===== src/rtl/load_use_stall_ctrl.sv =====
// -----------------------------------------------------------------------------
// load_use_stall_ctrl
//
// Purpose:
//   Load-use hazard controller for a 5-stage MIPS pipeline. It sits between the
//   ID/EX and IF/ID pipeline registers. When the instruction in ID reads a
//   register that a load in EX will write, it stalls for LOAD_LAT cycles. During
//   the stall it freezes the PC and IF/ID and sends bubbles into ID/EX.
//   Single-cycle memory needs LOAD_LAT=1. Multi-cycle data memory needs
//   LOAD_LAT>1 and uses the HOLD state.
//
// Parameters:
//   REG_AW       register address width
//   LOAD_LAT     stall cycles per load-use hazard (1..15)
//   ZERO_EXEMPT  1: register 0 never creates a hazard
//   CNT_W        width of the saturating stall counter
//
// Ports:
//   clk           pipeline clock, rising edge
//   rst           asynchronous active-high reset
//   idex_memread  instruction in EX is a load
//   idex_rt       destination register of the load in EX
//   ifid_rs       rs field of the instruction in ID
//   ifid_rt       rt field of the instruction in ID
//   ifid_use_rs   ID instruction reads rs
//   ifid_use_rt   ID instruction reads rt
//   flush         IF/ID flush this cycle (wins over any stall)
//   stall         hazard stall active this cycle (combinational)
//   pc_write      PC write enable (= ~stall)
//   ifid_write    IF/ID write enable (= ~stall)
//   idex_bubble   zero the ID/EX control fields (= stall)
//   stall_cnt     stall cycles since reset, saturating at all-ones
// -----------------------------------------------------------------------------
module load_use_stall_ctrl #(
  parameter int REG_AW      = 5,
  parameter int LOAD_LAT    = 1,
  parameter int ZERO_EXEMPT = 1,
  parameter int CNT_W       = 16
) (
  input  logic              clk,
  input  logic              rst,
  input  logic              idex_memread,
  input  logic [REG_AW-1:0] idex_rt,
  input  logic [REG_AW-1:0] ifid_rs,
  input  logic [REG_AW-1:0] ifid_rt,
  input  logic              ifid_use_rs,
  input  logic              ifid_use_rt,
  input  logic              flush,
  output logic              stall,
  output logic              pc_write,
  output logic              ifid_write,
  output logic              idex_bubble,
  output logic [CNT_W-1:0]  stall_cnt
);

  typedef enum logic {IDLE, HOLD} state_t;

  // The first stall cycle happens in IDLE. HOLD covers the remaining LOAD_LAT-1 cycles.
  localparam logic [3:0] HOLD_CYCLES = 4'(LOAD_LAT - 1);

  state_t           state_reg;
  logic [3:0]       remain_reg;
  logic [CNT_W-1:0] cnt_reg;

  logic rs_match;
  logic rt_match;
  logic zero_exempt;
  logic hit;

  // Each comparison is masked by its use bit, so an X in an unused field has no effect.
  assign rs_match    = ifid_use_rs && (ifid_rs == idex_rt);
  assign rt_match    = ifid_use_rt && (ifid_rt == idex_rt);
  assign zero_exempt = (ZERO_EXEMPT != 0) && (idex_rt == '0);
  assign hit         = idex_memread && (rs_match || rt_match) && !zero_exempt;

  // Zero-latency stall. HOLD ignores the ID/EX inputs because they are already bubbles.
  // While rst is high the outputs are forced to the idle values.
  always_comb begin
    stall = 1'b0;
    if (!rst && !flush) begin
      if (state_reg == HOLD) stall = 1'b1;
      else                   stall = hit;
    end
  end

  assign pc_write    = ~stall;
  assign ifid_write  = ~stall;
  assign idex_bubble = stall;
  assign stall_cnt   = cnt_reg;

  always_ff @(posedge clk or posedge rst) begin
    if (rst) begin
      state_reg  <= IDLE;
      remain_reg <= '0;
      cnt_reg    <= '0;
    end else begin
      if (stall && (cnt_reg != '1)) cnt_reg <= cnt_reg + 1'b1;

      case (state_reg)
        IDLE: begin
          if (stall && (LOAD_LAT > 1)) begin
            state_reg  <= HOLD;
            remain_reg <= HOLD_CYCLES;
          end
        end
        HOLD: begin
          if (flush) begin
            state_reg  <= IDLE;
            remain_reg <= '0;
          end else begin
            remain_reg <= remain_reg - 1'b1;
            if (remain_reg == 4'd1) state_reg <= IDLE;
          end
        end
        default: begin
          state_reg  <= IDLE;
          remain_reg <= '0;
        end
      endcase
    end
  end

endmodule


===== config.mk =====
export PLATFORM = sky130hd
export DESIGN_NAME = load_use_stall_ctrl
export DESIGN_NICKNAME = d
export VERILOG_FILES = /design/src/rtl/load_use_stall_ctrl.sv
export SDC_FILE = /design/constraint.sdc
export NUM_CORES = 1
export LEC_CHECK = 0
export ABC_CLOCK_PERIOD_IN_PS = 4100
export CAP_MARGIN = 20
export CELL_PAD_IN_SITES_DETAIL_PLACEMENT = 0
export CELL_PAD_IN_SITES_GLOBAL_PLACEMENT = 1
export CORE_ASPECT_RATIO = 1.25
export CORE_MARGIN = 5
export CORE_UTILIZATION = 34
export CTS_BUF_LIST = sky130_fd_sc_hd__clkbuf_8
export DETAILED_ROUTE_END_ITERATION = 8
export PLACE_DENSITY_LB_ADDON = 0.3
export SLEW_MARGIN = 20
export SYNTH_ARGS = -nofsm -noshare
export SYNTH_HDL_FRONTEND = slang
export SYNTH_SLANG_ARGS = --single-unit

===== constraint.sdc =====
create_clock -name clk -period 4.1 [get_ports clk]
set_clock_uncertainty 0.05 [all_clocks]
set_input_delay 0.82 -clock clk [delete_from_list [all_inputs] [get_ports clk]]
set_output_delay 0.82 -clock clk [all_outputs]
set_load 0.01 [all_outputs]

==> key figures <==
Finish
  – # fillers: 358
  – Layout area overhead: 36.42%
  – Final nets: 184
  – Non-filler instance count after layout: 198
  – Seq. cell area: 525.5 µm²
  – Layout cells sized above 1: 11.32%
  – # diodes: 0
  – Max FFs per register: 16
  – Area of the multi-input gates: 680.7 µm²

Worst setup path
  – Critical Path Source: idex_rt[4]
  – Worst r2r dst: stall_cnt[1]$_DFFE_PP0P_
  – Reg2Reg Depth: 6
  – Critical path class: in2out
  – CP Launch Type: primary input
  – CP Max Fanout: 3
  – CP endpoint kind: output port
  – Critical path arrival: 2.87 ns
  – CP endpoint: idex_bubble
  – Crit path required time: 3.23 ns
  – R2R Setup Slk: 2.02 ns
  – R2R Path Start: stall_cnt[0]$_DFFE_PP0P_

Timing
  – Min Tclk post-route: 3.739 ns
  – Max frequency: 267.4 MHz
  – Slew @ Worst Pin: 0.8233 ns
  – Final hold violations: 0
  – Final Cycle Share: 91.21%
  – Final Setup Violations: 0
  – Setup WS post-layout: 0.3606 ns
  – Final TNS setup: 0 ns
  – RSZ-0062 raised after global routing: false
  – Max-slew headroom: 45.05%
  – Max-slew violations: 0

Floorplanning
  – Die area: 5069 µm²
  – Die Span X: 64.69 µm
  – I/O pin count: 41
  – Rows: 24
  – Die Height: 78.37 µm
  – CORE AREA: 3543 µm²
  – Initial Util: 35.88%

Yosys
  – Netlist cell types: 36
  – Mapped Avg Cell Area: 10.59 µm²
  – YS warnings: 0
  – Register bit total from synthesis: 21
  – Syn Inst Count: 120
  – Post-Syn Nets: 144
  – Synth Cell Area: 1271 µm²
  – Seq/Total Area, Yosys: 41.34%

Routing
  – Remaining DRCs: 0
  – Iteration-0 DRC Markers: 36
  – Final ANT Viol Nets: 0
  – Routed WL: 2.756 mm
  – Wirelength per Cell: 13.92 µm
  – DR vias/cell: 5.116
  – Via count: 1013
  – DRT Pass-1 Iters: 4

Global routing
  – Total track usage: 11.70%
  – Initial antenna violation count: 0
  – GR Overflow Total: 0
  – First-pass GRT wire length: 4.685 mm
  – Vias in the first global route: 1052
  – Pin count of the biggest net entering global routing: 22

Power
  – Internal Pwr Total: 0.0003126 W
  – Psw: 0.00009750 W
  – Leakage power: 0.7711 nW
  – Seq pwr share: 52.6%
  – Power Density: 236.5 nW/µm²
  – Pwr Total: 0.0004101 W
  – Power share of the clock group: 32.9%
  – Logic pwr share: 14.5%
  – Switching part of the total: 23.77%
  – VDD IR max: 0.00009280 V

Clock tree
  – Clk slew on worst S/H paths: 0.08 ns
  – Inserted Clock Buffers: 3
  – Post_cts resized: 0
  – Clock latency on the worst-skew pair: 0.26 ns
  – H-tree depth: 1
  – CTS tree: built
  – Clock Tree Root: clkbuf_8
  – Post-CTS Setup Inserts: 0
  – Clock Path Buffers: 2
  – Clock sinks: 21
  – Post-CTS Hold Fix Bufs: 0

Placed design
  – DP Worst Slack: 0.3298 ns
  – IO buf count: 40
  – GPL Wtd Cong: 0.7691
  – Dpl hpwl: 2.203 mm
  – Placed cell count: 194

Outcome
  – Status: complete, no violations

Job
  – Number of max-cap violations: 0

Hold path
  – Min-delay worst type: reg2reg
## metrics by stage
| step | instance area (µm²) | hold WS [ns] | util (%) |
|---|---|---|---|
| floorplan | 1271 | 0.4717 | - |
| global route | 1734 | 0.4659 | 48.94 |
| finish | 1734 | 0.4498 | 48.94 |
| global placement | 1689 | 0.4299 | 47.67 |
| detailed placement | 1689 | 0.4439 | 47.67 |
| CTS | 1734 | 0.4569 | 48.94 |
## Yosys cell counts, drive strengths merged
master,instances,area [µm²]
dfrtp,21,525.5
xor2,14,122.6
xnor2,11,96.34
nand2,9,33.78
nor3,8,45.04
inv,7,26.28
nand3,6,42.54
nor4,6,65.06
nand4,5,31.28
buf,4,31.27
nor2,4,15.01
o22ai,4,31.28
ha,3,37.54
a31oi,2,27.53
clkbuf,2,7.510
mux2,2,22.52
nor3b,2,20.02
or2,2,12.52
a21o,1,7.510
and3,1,6.260
and4,1,11.26
mux2i,1,10.01
nand2b,1,6.260
nor4b,1,15.01
o21a,1,7.510
or4b,1,13.76
## layout make-up
class                   count  area share (%)
well taps                  39           2.814
clock inverters             1          0.2165
flip-flops and latches     21           30.30
clock buffers               3           2.381
inverters                   7           1.515
multi-input cells          86           39.25
repair buffers             41           23.52
## how the worst min path moves through the flow
stage,cells past startpoint,from,end
final,1,stall_cnt[15]$_DFFE_PP0P_,stall_cnt[15]$_DFFE_PP0P_
after global routing,1,stall_cnt[15]$_DFFE_PP0P_,stall_cnt[15]$_DFFE_PP0P_
after CTS,1,stall_cnt[15]$_DFFE_PP0P_,stall_cnt[15]$_DFFE_PP0P_
after detailed placement,1,stall_cnt[8]$_DFFE_PP0P_,stall_cnt[8]$_DFFE_PP0P_
after global placement,1,stall_cnt[8]$_DFFE_PP0P_,stall_cnt[8]$_DFFE_PP0P_
after floorplan,1,stall_cnt[15]$_DFFE_PP0P_,stall_cnt[15]$_DFFE_PP0P_
## kinds of logic after synthesis
| kind of cell | synth area share (%) |
|---|---|
| flops | 41.34 |
| simple gates | 25.00 |
| mux | 2.559 |
| compound gates | 5.808 |
| xor+xnor | 17.22 |
| fa+ha+maj | 2.953 |
| buf+inv | 5.118 |
## critical path, stage by stage
cell and delay, ns:
clkdlybuf4s50_1 0.53, xnor2_1 0.14, nand4_1 0.12, o22ai_2 0.22, a31oi_4 0.11, or2_2 0.32, inv_1 0.07, clkdlybuf4s50_1 0.53
## per-layer routing
layer / track usage [%] / routed length, µm / part of all wire (%)
met1: 13.63 / 1133 / 41
met2: 19.32 / 1346 / 49
met3: 3.714 / 241 / 8.7
met4: 5.708 / 35 / 1.3
met5: 0 / 0 / 0
## cell usage in the layout, fill, tap and decap left out, types with 2 or more instances in the layout
| cell type | synthesis | final |
|---|---|---|
| nor3_1 | 7 | 7 |
| nor4_1 | 3 | 3 |
| inv_1 | 7 | 8 |
| nor4_2 | 2 | 2 |
| xnor2_1 | 11 | 11 |
| ha_1 | 3 | 3 |
| nand2_1 | 9 | 9 |
| nand4_1 | 5 | 5 |
| nand3_1 | 5 | 5 |
| dfrtp_1 | 21 | 21 |
| mux2_2 | 2 | 2 |
| o22ai_1 | 3 | 3 |
| nor2_1 | 4 | 4 |
| xor2_1 | 14 | 14 |
| clkbuf_8 | 0 | 3 |
| clkdlybuf4s50_1 | 0 | 40 |
## power by group through the flow
stage	registers, W	logic, W	clock network, W
after detailed placement	0.000220	0.0000604	0
after CTS	0.000216	0.0000606	0.000139
after global routing	0.000217	0.0000655	0.000150
after floorplan	0.000221	0.0000241	0
after global placement	0.000220	0.0000599	0
final	0.000216	0.0000594	0.000135
Note: power is estimated with default switching activity, not from simulation.
